**config.mk**
```make
export PLATFORM = sky130hd
export DESIGN_NAME = vga_stream_out
export DESIGN_NICKNAME = d
export VERILOG_FILES = /design/src/rtl/vga_stream_out.sv
export SDC_FILE = /design/constraint.sdc
export NUM_CORES = 1
export LEC_CHECK = 0
export CAP_MARGIN = 25
export CELL_PAD_IN_SITES_DETAIL_PLACEMENT = 0
export CELL_PAD_IN_SITES_GLOBAL_PLACEMENT = 1
export CORE_ASPECT_RATIO = 1.4
export CORE_MARGIN = 2
export CORE_UTILIZATION = 33
export CTS_BUF_LIST = sky130_fd_sc_hd__clkbuf_16
export CTS_CLUSTER_DIAMETER = 150
export DETAILED_ROUTE_END_ITERATION = 6
export PLACE_DENSITY = 0.88
export SKIP_CTS_REPAIR_TIMING = 1
export SLEW_MARGIN = 40
export SYNTH_ARGS = -nofsm -noshare
export SYNTH_HDL_FRONTEND = slang
export SYNTH_SLANG_ARGS = --single-unit
```
**constraint.sdc**
```tcl
create_clock -name CLK -period 1.7 [get_ports CLK]
set_clock_uncertainty 0.15 [all_clocks]
set_input_delay 0.17 -clock CLK [delete_from_list [all_inputs] [get_ports CLK]]
set_output_delay 0.17 -clock CLK [all_outputs]
set_load 0.05 [all_outputs]
```
**src/rtl/vga_stream_out.sv**
```systemverilog
// vga_stream_out: programmable VGA raster generator that locks an RGB565
// valid/ready pixel stream to the raster. It recovers from stream underflow
// or misplaced start-of-frame markers by re-hunting for the next frame start.
module vga_stream_out #(
    parameter int HDISP   = 640,
    parameter int VDISP   = 480,
    parameter int HFP     = 16,
    parameter int HPULSE  = 96,
    parameter int HBP     = 48,
    parameter int VFP     = 11,
    parameter int VPULSE  = 2,
    parameter int VBP     = 31,
    parameter bit HS_POL  = 1'b0,
    parameter bit VS_POL  = 1'b0,
    parameter int PIX_DIV = 1,
    parameter int COLOR_W = 10
) (
    input  logic               CLK,
    input  logic               RST,
    input  logic               EN,
    input  logic               clr_status,
    input  logic [15:0]        pix_data,
    input  logic               pix_sof,
    input  logic               pix_valid,
    output logic               pix_ready,
    output logic               VGA_HS,
    output logic               VGA_VS,
    output logic               VGA_BLANK,
    output logic               VGA_SYNC,
    output logic [COLOR_W-1:0] VGA_R,
    output logic [COLOR_W-1:0] VGA_G,
    output logic [COLOR_W-1:0] VGA_B,
    output logic               frame_start,
    output logic               underflow,
    output logic               misalign,
    output logic               locked
);

    localparam int unsigned HTOT = HDISP + HFP + HPULSE + HBP;
    localparam int unsigned VTOT = VDISP + VFP + VPULSE + VBP;
    localparam int HW = (HTOT > 1) ? $clog2(HTOT) : 1;
    localparam int VW = (VTOT > 1) ? $clog2(VTOT) : 1;
    localparam int DW = (PIX_DIV > 1) ? $clog2(PIX_DIV) : 1;

    localparam logic [DW-1:0] DIV_LAST = DW'(PIX_DIV - 1);
    localparam logic [HW-1:0] H_LAST   = HW'(HTOT - 1);
    localparam logic [VW-1:0] V_LAST   = VW'(VTOT - 1);

    // Comparison bounds kept 32 bits wide so a zero back porch cannot overflow them.
    localparam int unsigned H_ACTIVE_END = HDISP;
    localparam int unsigned V_ACTIVE_END = VDISP;
    localparam int unsigned H_SYNC_START = HDISP + HFP;
    localparam int unsigned H_SYNC_END   = HDISP + HFP + HPULSE;
    localparam int unsigned V_SYNC_START = VDISP + VFP;
    localparam int unsigned V_SYNC_END   = VDISP + VFP + VPULSE;

    typedef enum logic [1:0] {
        IDLE     = 2'd0,
        WAIT_SOF = 2'd1,
        RUN      = 2'd2
    } state_t;

    state_t state;
    state_t state_next;

    logic [DW-1:0] div;
    logic [HW-1:0] ct_h;
    logic [VW-1:0] ct_v;

    logic tick;
    logic active;
    logic hs_on;
    logic vs_on;
    logic at_origin;

    logic ready;
    logic consume;
    logic set_underflow;
    logic set_misalign;

    logic [COLOR_W-1:0] red_full;
    logic [COLOR_W-1:0] green_full;
    logic [COLOR_W-1:0] blue_full;

    assign tick      = (div == DIV_LAST);
    assign active    = (32'(ct_h) < H_ACTIVE_END) && (32'(ct_v) < V_ACTIVE_END);
    assign hs_on     = (32'(ct_h) >= H_SYNC_START) && (32'(ct_h) < H_SYNC_END);
    assign vs_on     = (32'(ct_v) >= V_SYNC_START) && (32'(ct_v) < V_SYNC_END);
    assign at_origin = (ct_h == '0) && (ct_v == '0);

    // RGB565 fields left-aligned into the DAC width with zero fill below.
    assign red_full   = COLOR_W'(pix_data[15:11]) << (COLOR_W - 5);
    assign green_full = COLOR_W'(pix_data[10:5])  << (COLOR_W - 6);
    assign blue_full  = COLOR_W'(pix_data[4:0])   << (COLOR_W - 5);

    assign pix_ready = ready;
    assign locked    = (state == RUN);
    assign VGA_SYNC  = 1'b0;

    // Pixel clock-enable divider and the horizontal/vertical raster counters.
    always_ff @(posedge CLK) begin
        if (RST) begin
            div  <= '0;
            ct_h <= '0;
            ct_v <= '0;
        end else if (tick) begin
            div <= '0;
            if (ct_h == H_LAST) begin
                ct_h <= '0;
                if (ct_v == V_LAST) begin
                    ct_v <= '0;
                end else begin
                    ct_v <= ct_v + 1'b1;
                end
            end else begin
                ct_h <= ct_h + 1'b1;
            end
        end else begin
            div <= div + 1'b1;
        end
    end

    // Stream-lock state register.
    always_ff @(posedge CLK) begin
        if (RST) begin
            state <= IDLE;
        end else begin
            state <= state_next;
        end
    end

    // Next-state logic: hunt for a frame start at the raster origin, drop lock on any stream fault.
    always_comb begin
        state_next = state;
        if (!EN) begin
            state_next = IDLE;
        end else begin
            case (state)
                IDLE: begin
                    state_next = WAIT_SOF;
                end
                WAIT_SOF: begin
                    if (tick && at_origin && pix_valid && pix_sof) begin
                        state_next = RUN;
                    end
                end
                RUN: begin
                    if (tick && active && (!pix_valid || (pix_sof && !at_origin))) begin
                        state_next = WAIT_SOF;
                    end
                end
                default: begin
                    state_next = IDLE;
                end
            endcase
        end
    end

    // Handshake and event decode: drain stale pixels while hunting, consume one pixel per active tick when locked.
    always_comb begin
        ready         = 1'b0;
        consume       = 1'b0;
        set_underflow = 1'b0;
        set_misalign  = 1'b0;
        if (EN) begin
            case (state)
                WAIT_SOF: begin
                    if (pix_valid) begin
                        if (!pix_sof) begin
                            ready = 1'b1;
                        end else if (tick && at_origin) begin
                            ready   = 1'b1;
                            consume = 1'b1;
                        end
                    end
                end
                RUN: begin
                    if (tick && active) begin
                        if (!pix_valid) begin
                            set_underflow = 1'b1;
                        end else if (pix_sof && !at_origin) begin
                            set_misalign = 1'b1;
                        end else begin
                            ready   = 1'b1;
                            consume = 1'b1;
                        end
                    end
                end
                default: begin
                end
            endcase
        end
    end

    // Registered video outputs, all updated together on the pixel tick so they stay aligned.
    always_ff @(posedge CLK) begin
        if (RST) begin
            VGA_HS    <= ~HS_POL;
            VGA_VS    <= ~VS_POL;
            VGA_BLANK <= 1'b0;
            VGA_R     <= '0;
            VGA_G     <= '0;
            VGA_B     <= '0;
        end else if (tick) begin
            VGA_HS    <= hs_on ? HS_POL : ~HS_POL;
            VGA_VS    <= vs_on ? VS_POL : ~VS_POL;
            VGA_BLANK <= active;
            if (consume) begin
                VGA_R <= red_full;
                VGA_G <= green_full;
                VGA_B <= blue_full;
            end else begin
                VGA_R <= '0;
                VGA_G <= '0;
                VGA_B <= '0;
            end
        end
    end

    // Frame-start pulse for the cycle after the origin tick.
    always_ff @(posedge CLK) begin
        if (RST) begin
            frame_start <= 1'b0;
        end else begin
            frame_start <= tick && at_origin;
        end
    end

    // Sticky fault flags; a new event in the same cycle as a clear keeps the flag set.
    always_ff @(posedge CLK) begin
        if (RST) begin
            underflow <= 1'b0;
            misalign  <= 1'b0;
        end else begin
            underflow <= set_underflow || (underflow && !clr_status);
            misalign  <= set_misalign  || (misalign  && !clr_status);
        end
    end

endmodule
```
[Word-level counts from Yosys, hierarchy flattened]
Cells that the tools add are included.
Cells by class
  add/subtract/negate cells: 3
  order comparisons: 6
  equal/unequal tests: 6
  multiplexer cells: 31
  bitwise operators: 2
  reductions and logical operators: 25
Operator list (count)
  10-bit 2-to-1 mux: 5
  1-bit 2-to-1 mux: 21
  10-bit by 1-bit adder with 10-bit output (second input constant): 2
  10-bit equality test (second input constant): 2
  10-bit zero test: 2
  10-bit less-than comparator (second input constant): 2
  10-bit by 9-bit less-than comparator with 1-bit output (second input constant): 2
  1-bit logical AND: 12
  10-bit >= comparator (second input constant): 1
  10-bit by 9-bit >= comparator with 1-bit output (second input constant): 1
  2-bit one-hot mux with 3 select lines: 1
  2-bit 2-to-1 mux: 2
  1-bit one-hot mux with 2 select lines: 2
  2-bit AND reduction: 2
  2-bit OR reduction: 2
  1-bit zero test: 3
  1-bit logical OR: 3
  2-bit by 1-bit equality test with 1-bit output (second input constant): 1
  2-bit equality test (second input constant): 1
  2-bit zero test: 1
  2-bit by 1-bit != test with 1-bit output (second input constant): 1
  2-bit != test (second input constant): 1
  1-bit inverter: 2
  1-bit adder (second input constant): 1
Storage, ports and cells
  register bits after elaboration: 59
  output and inout bits: 39
  logic and storage cells: 86

[Longest topological paths before layout]
Gate-level depths: netlist of the first run.
  word-level depth: 10
  mapped depth: 8

[Worst setup path before layout of the first run]
OpenSTA, ideal clock, no wires.
  path kind: register -> output
  start point: register state[0]
  end point: output pix_ready
  arrival time: 1663 ps
  setup slack: -283 ps
  cell stages (with the launch flop): 6
  cell sequence: dfxtp_1 > inv_1 > ha_1 > inv_1 > nor2_1 > o2111a_1
Between the ends
  longest elaborated chain between the ends: 3
RTL lines
  start, declared: RTL line 63  | state_t state;
  start signal, assigned: RTL line 128  | state <= state_next;
  2-bit equality test
  net locked: RTL line 36  | output logic locked
  1-bit one-hot mux with 2 select lines: RTL line 166  | case (state)
  1-bit 2-to-1 mux: RTL line 165  | if (EN) begin
  end, declared: RTL line 25  | output logic pix_ready,
The timed path passes the listed nets, and every way through them passes these cells.

[Final worst setup path of the first run]
  start point: register ct_h[4]
  end point: output pix_ready
Between the ends
  longest elaborated chain between the ends: 9
RTL lines
  start, declared: RTL line 67  | logic [HW-1:0] ct_h;
  start signal, assigned: RTL line 116  | ct_h <= ct_h + 1'b1;
  branches (longest 7 deep; another with 10-bit less-than comparator)
  1-bit one-hot mux with 2 select lines *: RTL line 166
  1-bit 2-to-1 mux *: RTL line 165
Mark *: on every way between the ends.

==> results.py, run 1 <==
metrics = {
    "critical_path": {
        "reg2reg_to": "VGA_VS",
        "critical_path_peak_fanout": 3,
        "reg2reg_depth": 6,
        "startpoint_type": "flop",
        "worstPathArrival_ns": 1.70,
        "path_class": "reg -> out",
        "r2r-start": "ct_v[1]",
        "r2r_slack_ns": -0.24,
        "crit_required_ns": 1.38,
        "cp-end-kind": "primary output",
    },
    "place": {
        "globalplace.congestion": 0.883,
        "port_buffers": 45,
        "place_area_um2": 3300,
        "hpwlAfterDp_mm": 4.27,
        "placed_cells": 454,
    },
    "yosys": {
        "synth.most_common_cell": "dfxtp_1",
        "yosysSeqAreaShare": 0.367,
        "ys_warn_count": 0,
        "synthesis.area_um2": 2450,
        "synth_top_cells_by_count": "dfxtp_1 (45), nor2_1 (30), inv_1 (28)",
        "synth_top_area_share": 0.367,
        "ys_ff_latch": 45,
        "netlist_instances": 275,
        "synthTopCellsByArea": "dfxtp_1 (37%), a22oi_2 (5.6%), buf_4 (4.9%)",
        "ys_types": 47,
        "synth_top_area_cell": "dfxtp_1",
        "ys_async_sr_fraction": 0,
        "synth_edf_count": 0,
        "synth_ff_type": "dfxtp_1",
        "syn_avg_cell_area_um2": 8.92,
    },
    "drt": {
        "final_antenna_net_count": 0,
        "num_vias": 2225,
        "routed_wl_mm": 5.77,
        "wire_per_inst_um": 12.2,
        "drt_iter0_markers": 118,
        "first_pass_iters": 4,
        "post-route-drc-count": 0,
        "vias_per_cell": 4.70,
    },
    "cells_and_area": {
        "antenna-diode-count": 0,
        "fillCellCount": 650,
        "fin_nets": 406,
        "final_area_um2": 3600,
        "final_util": 0.495,
        "stdcell_count": 473,
        "drive_above_1_share": 0.370,
        "area_growth_pct": 46.8,
    },
    "sta": {
        "rsz0062_at_grt": "true",
        "period_minus_slack_ns": 2.02,
        "setup_slack_ns": -0.318,
        "period_share": 1.19,
        "fmax_mhz": 495,
        "finalSetupViolations": 30,
        "tns_ns": -4.86,
        "timing_max_transition_violations_final": 0,
        "hold_violations": 0,
    },
    "cts": {
        "cts_tree": "yes",
        "cts_sinks": 45,
        "numCtsBuffers": 5,
        "cts_max_path_buffers": 2,
        "cts-root-buf": "clkbuf_16",
        "path_clk_slew_ns": 0.06,
        "htree_levels": 2,
        "clk_latency_ns": 0.28,
    },
    "floorplanning": {
        "boundaryPins": 61,
        "start_util": 0.337,
        "die_w_um": 76.9,
        "die_height_um": 106,
        "die-area_um2": 8150,
        "rows": 37,
        "core_um2": 7270,
    },
    "min_path": {
        "min_path_type": "in -> reg",
        "hold_depth": 3,
        "hold_end": "VGA_B[6]",
        "holdCritStartpoint": "pix_data[1]",
    },
    "grt": {
        "antenna_found_initial": 0,
        "grt_pass1_wl_mm": 9.21,
        "grt_max_degree": 17,
        "grt_overflow_total": 0,
        "grt_pass1_vias": 2117,
        "grt_use_total": 0.139,
    },
    "pwr": {
        "p_per_area_nw_per_um2": 657,
        "ir_drop_mv": 0.655,
        "finalPower_mw": 2.37,
        "p_leak_nw": 1.55,
    },
    "status": {
        "status": "finished, violations left",
        "violations": "setup timing",
    },
    "flow_run": {
        "maxCapViolations": 0,
    },
}
[final cells by class]
type,instances,area [µm²],area share
clock buffers,5,125,0.0347
clock inverters,3,18.8,0.00521
inverters,28,108,0.0299
multi-input cells,193,1430,0.396
flip-flops and latches,45,916,0.254
well taps,97,121,0.0337
repair buffers,102,885,0.246
[sequential cells by signal, indices dropped and copies added (netlist names)]
signal / cells
VGA_B: 5
VGA_BLANK: 1
VGA_G: 6
VGA_HS: 1
VGA_R: 5
VGA_VS: 1
ct_h: 10
ct_v: 10
div: 1
frame_start: 1
misalign: 1
state: 2
underflow: 1
[kinds of logic (layout without fill, tap and decap cells)]
kind of cell | Yosys count | count (layout) | share of synthesized area
simple gates | 94 | 94 | 0.219
compound gates | 53 | 54 | 0.182
buf+inv | 53 | 138 | 0.111
flops | 45 | 45 | 0.367
xor+xnor | 17 | 17 | 0.0607
fa+ha+maj | 9 | 9 | 0.0459
mux | 3 | 3 | 0.0122
other cells | 1 | 16 | 0.00153
[worst max path at each step]
| stage | startpoint | endpoint | cells after the start |
|---|---|---|---|
| after floorplan | state[0] | VGA_G[5] | 7 |
| after global placement | EN | VGA_B[6] | 7 |
| after detailed placement | ct_v[1] | VGA_VS | 6 |
| after CTS | ct_v[0] | pix_ready | 7 |
| after global routing | ct_h[4] | pix_ready | 5 |
| final | ct_h[4] | pix_ready | 5 |
[metrics by stage]
stage	hold WS (ns)	setup slack, ns
after floorplan	0.134	-0.0517
after detailed placement	0.308	-0.220
after CTS	0.311	-0.443
after global placement	0.308	-0.180
final	0.310	-0.318
after global routing	0.344	-0.410
[metal layers]
layer | global-route usage | wire, µm | up-vias
met5 | 0 | 0 | -
met1 | 0.150 | 2360 | 1036
met2 | 0.258 | 3040 | 52
met4 | 0.0532 | 142 | 0
li1 | - | - | 1126
met3 | 0.0331 | 225 | 11
[power breakdown]
group	switching (mW)	leakage, nW	internal [mW]
sequential	0.00692	0.368	1.06
combinational	0.202	1.11	0.153
clock	0.405	0.0672	0.539
total	0.614	1.55	1.75
[critical path: stages (launching register included)]
cell and delay (ns):
dfxtp_4 0.35, nor4_4 0.35, nand4_4 0.15, o21ai_2 0.19
o2111a_2 0.25, buf_12 0.14
[cells in the final DEF (no fill, tap or decap), drive strengths merged]
master	instances
and4	2
and4b	1
nor2b	2
xor2	9
nand2b	2
clkinvlp	2
clkdlybuf4s50	21
clkbuf	5
o211a	1
a21oi	7
nand4b	1
o22ai	1
o2111a	2
o21ai	19
and2	2
o2111ai	1
inv	29
xnor2	8
o211ai	1
ha	9
or3	3
nor4	6
and3	3
nand3	7
or4b	1
a22oi	17
mux2i	3
conb	16
dfxtp	45
nor3	7
a21o	1
nand3b	1
nand2	14
o21bai	4
buf	81
nand4	12
nor2	30
Note: power is estimated with default switching activity, not from simulation.
==> run 2: changes to the inputs <==
==> constraint.sdc (replaced) <==
create_clock -name CLK -period 1.7 [get_ports CLK]
set_clock_uncertainty 0.15 [all_clocks]
set_input_delay 0.425 -clock CLK [delete_from_list [all_inputs] [get_ports CLK]]
set_output_delay 0.425 -clock CLK [all_outputs]
set_load 0.05 [all_outputs]
==> run 2 against run 1 <==
  * The run still ends with setup timing left
  * Wire length is 11% higher
  * Via count is 2.9% higher
  * Flip-flop and latch count stayed put
  * Cell count is 0.42% higher
  * Largest cell class unchanged
==> results.py, run 2 (same netlist as run 1, synthesis figures left out) <==
metrics = {
    "pwr": {
        "p_per_area_nw_per_um2": 630,
        "p_leak_nw": 1.64,
        "ir_drop_mv": 0.369,
        "finalPower_mw": 2.53,
    },
    "cells_and_area": {
        "final_cell_mix": "buf_4 (48), dfxtp_1 (37), nor2_1 (28), buf_12 (27), inv_1 (26)",
        "stdcell_count": 475,
        "area_growth_pct": 64.1,
        "final_area_um2": 4030,
        "top_regs": "ct_h: 10 flops, ct_v: 10 flops, VGA_G: 6 flops",
        "fin_nets": 408,
        "antenna-diode-count": 0,
        "drive_above_1_share": 0.405,
        "final_common_cell": "buf_4",
        "final_util": 0.554,
        "fillCellCount": 613,
    },
    "floorplanning": {
        "start_util": 0.337,
        "die_w_um": 76.9,
        "die-area_um2": 8150,
        "core_um2": 7270,
        "die_height_um": 106,
        "boundaryPins": 61,
        "rows": 37,
    },
    "sta": {
        "setup_slack_ns": -0.547,
        "rsz0062_at_grt": "true",
        "tns_ns": -7.84,
        "timing_max_transition_violations_final": 0,
        "hold-worst-slack_ns": 0.360,
        "fmax_mhz": 445,
        "period_share": 1.32,
        "hold_violations": 0,
        "period_minus_slack_ns": 2.25,
        "finalSetupViolations": 31,
    },
    "critical_path": {
        "cpMaxStageDelayCell": "dfxtp_2",
        "critical_path_peak_fanout": 2,
        "critical-path-top-delay-family": "simple AND/OR/NAND/NOR gates",
        "crit_path_max_incr_delay_ns": 0.34,
        "crit_buf_inv": 1,
        "path_class": "reg -> out",
        "crit_required_ns": 1.12,
        "cp_cell_sequence": "nor4_4, nand4_4, o21ai_2, o2111a_2, buf_12",
        "startpoint_type": "flop",
        "worstPathArrival_ns": 1.67,
        "cp-end-kind": "primary output",
    },
    "drt": {
        "num_vias": 2290,
        "routed_wl_mm": 6.41,
        "vias_per_cell": 4.82,
        "wire_per_inst_um": 13.5,
        "drt_iter0_markers": 91,
        "final_antenna_net_count": 0,
        "first_pass_iters": 4,
        "post-route-drc-count": 0,
    },
    "status": {
        "violations": "setup timing",
        "status": "finished, violations left",
    },
    "min_path": {
        "min_path_type": "reg -> reg",
    },
    "cts": {
        "numCtsBuffers": 5,
        "cts-root-buf": "clkbuf_16",
        "cts_tree": "yes",
        "cts_sinks": 45,
        "htree_levels": 2,
        "clk_latency_ns": 0.29,
        "cts_max_path_buffers": 2,
        "path_clk_slew_ns": 0.06,
    },
    "grt": {
        "grt_pass1_vias": 2263,
        "grt_max_degree": 17,
        "grt_overflow_total": 0,
        "antenna_found_initial": 0,
        "grt_use_total": 0.151,
        "grt_pass1_wl_mm": 10.1,
    },
    "place": {
        "port_buffers": 45,
        "dp_slack_ns": -0.560,
        "placed_cells": 459,
        "globalplace.congestion": 0.876,
        "hpwlAfterDp_mm": 4.48,
        "place_area_um2": 3630,
    },
    "flow_run": {
        "maxCapViolations": 0,
    },
}
run 2: final timing paths:
check        cells after the start   endpoint  slack [ns]  startpoint
min reg2reg                      2  VGA_BLANK        0.36   VGA_BLANK
max                              5  pix_ready       -0.55     ct_v[3]
max reg2reg                      7   state[0]       -0.42     ct_v[3]
min                              2  VGA_BLANK        0.36   VGA_BLANK
run 2: power by group:
group / switching, mW / internal, mW / total [mW] / leakage (nW)
logic: 0.207 / 0.156 / 0.362 / 1.19
clock network: 0.409 / 0.688 / 1.10 / 0.0775
registers: 0.00899 / 1.07 / 1.08 / 0.368
total: 0.625 / 1.91 / 2.53 / 1.64
run 2: area by class of cell:
type	count	area [µm²]	share of cell area
inverters	28	105	0.0261
well taps	97	121	0.0302
clock buffers	5	125	0.0311
flip-flops and latches	45	911	0.226
repair buffers	104	1210	0.302
clock inverters	3	41.3	0.0103
multi-input cells	193	1510	0.374
run 2: tightest hold or removal path, stage by stage, from the launching register on:
cell and delay, ns:
dfxtp_1 0.34, nand2_1 0.07, a21oi_1 0.06
run 2: layer usage:
layer,GRT usage,routed length [µm]
met5,0,0
met4,0.0571,125
met3,0.0348,306
met2,0.273,3590
met1,0.170,2390
==> run 3: changes to the inputs <==
--- a/config.mk
+++ b/config.mk
@@ -5,6 +5,7 @@
 export SDC_FILE = /design/constraint.sdc
 export NUM_CORES = 1
 export LEC_CHECK = 0
+export ABC_CLOCK_PERIOD_IN_PS = 1700
 export CAP_MARGIN = 25
 export CELL_PAD_IN_SITES_DETAIL_PLACEMENT = 0
 export CELL_PAD_IN_SITES_GLOBAL_PLACEMENT = 1
==> constraint.sdc (replaced) <==
create_clock -name CLK -period 1.7 [get_ports CLK]
set_clock_uncertainty 0.15 [all_clocks]
set_input_delay 0.34 -clock CLK [delete_from_list [all_inputs] [get_ports CLK]]
set_output_delay 0.34 -clock CLK [all_outputs]
set_load 0.05 [all_outputs]
==> run 3 against run 2 <==
  * The run still ends with setup timing left
  * Clock power grew 15%
  * Clock-buffer cell count unchanged
  * Worst hold slack better by 0.011 ns
  * Critical endpoint unchanged
==> results.py, run 3 (same netlist as run 1, synthesis figures left out) <==
metrics = {
    "drt": {
        "first_pass_iters": 4,
        "wire_per_inst_um": 13.4,
        "vias_per_cell": 4.78,
        "routed_wl_mm": 6.46,
        "post-route-drc-count": 0,
        "drt_iter0_markers": 80,
        "final_antenna_net_count": 0,
        "num_vias": 2306,
    },
    "cts": {
        "htree_levels": 2,
        "cts_sinks": 45,
        "cts-root-buf": "clkbuf_16",
        "cts_max_path_buffers": 2,
        "numCtsBuffers": 5,
        "clk_latency_ns": 0.29,
        "cts_tree": "yes",
        "path_clk_slew_ns": 0.06,
    },
    "pwr": {
        "p_leak_nw": 1.69,
        "p_per_area_nw_per_um2": 663,
        "ir_drop_mv": 0.369,
    },
    "critical_path": {
        "startpoint_type": "flop",
        "critical_path_peak_fanout": 4,
        "crit_required_ns": 1.21,
        "r2r_slack_ns": -0.33,
        "cp-end-kind": "primary output",
        "worstPathArrival_ns": 1.71,
        "path_class": "reg -> out",
    },
    "sta": {
        "rsz0062_at_grt": "true",
        "period_minus_slack_ns": 2.20,
        "timing_max_transition_violations_final": 0,
        "period_share": 1.29,
        "fmax_mhz": 455,
        "setup_slack_ns": -0.497,
        "hold-worst-slack_ns": 0.372,
        "finalSetupViolations": 30,
        "hold_violations": 0,
    },
    "place": {
        "port_buffers": 45,
        "globalplace.congestion": 0.853,
        "hpwlAfterDp_mm": 4.63,
        "dp_slack_ns": -0.376,
    },
    "cells_and_area": {
        "top_regs": "ct_h: 10 flops, ct_v: 10 flops, VGA_G: 6 flops",
        "final_common_cell": "buf_4",
        "fin_nets": 415,
        "drive_above_1_share": 0.426,
        "final_util": 0.561,
        "final_cell_mix": "buf_4 (59), dfxtp_1 (36), nor2_1 (30), inv_1 (27), buf_12 (26)",
        "antenna-diode-count": 0,
        "area_growth_pct": 66.3,
    },
    "grt": {
        "grt_max_degree": 17,
        "antenna_found_initial": 0,
        "grt_overflow_total": 0,
        "grt_pass1_vias": 2237,
        "grt_use_total": 0.152,
        "grt_pass1_wl_mm": 10.0,
    },
    "floorplanning": {
        "boundaryPins": 61,
        "rows": 37,
        "core_um2": 7270,
        "die_height_um": 106,
        "die-area_um2": 8150,
        "start_util": 0.337,
        "die_w_um": 76.9,
    },
    "status": {
        "status": "finished, violations left",
        "violations": "setup timing",
    },
    "min_path": {
        "min_path_type": "reg -> reg",
    },
    "flow_run": {
        "maxCapViolations": 0,
    },
}
[run 3: cell count changes in the layout (fill, tap and decap cells not counted), moves of 2 or more]
cell	change
o21ai_0	-3
nor2_2	-2
nor2_1	+2
a22oi_1	-6
buf_4	+11
a22oi_2	+6
ha_2	+2
o21ai_1	+3
ha_4	-2
buf_6	-3
[run 3: area by class of cell]
cell class | count | area (µm²)
multi-input combinational | 193 | 1510
sequential | 45 | 912
tap | 97 | 121
fill | 621 | 3190
inverter | 28 | 105
timing repair buffer | 111 | 1240
clock inverter | 3 | 65.1
clock buffer | 5 | 125
[run 3: critical path, stage by stage (launching register included)]
cell	delay (ns)
dfxtp_1	0.31
buf_4	0.14
nor3_4	0.23
nand4_4	0.17
o21ai_2	0.18
o2111a_2	0.25
buf_12	0.14
[run 3: layer usage]
layer	global-route usage	wire, µm
met1	0.167	2470
met2	0.289	3690
met3	0.0212	202
met4	0.0597	93
met5	0	0
[run 3: metrics by stage]
step                cells  power (mW)  cell area [µm²]  TNS [ns]
floorplan             290        1.31             2570     -1.01
global placement      466        1.44             3670     -7.87
detailed placement    466        1.44             3670     -8.93
CTS                   474        2.68             3860     -7.11
global route          482        2.79             4080     -8.72
finish                482        2.71             4080     -6.50
[run 3: final timing paths]
path             start        end  cells past startpoint
max            ct_h[7]  pix_ready                      6
min          underflow  underflow                      2
min reg2reg  underflow  underflow                      2
max reg2reg    ct_h[7]   VGA_G[8]                     10
[run 3: report_power, final]
| part | leakage (nW) | internal, mW | total, mW | switching [mW] |
|---|---|---|---|---|
| clock | 0.0938 | 0.840 | 1.26 | 0.417 |
| sequential | 0.368 | 1.07 | 1.08 | 0.00938 |
| combinational | 1.23 | 0.164 | 0.374 | 0.210 |
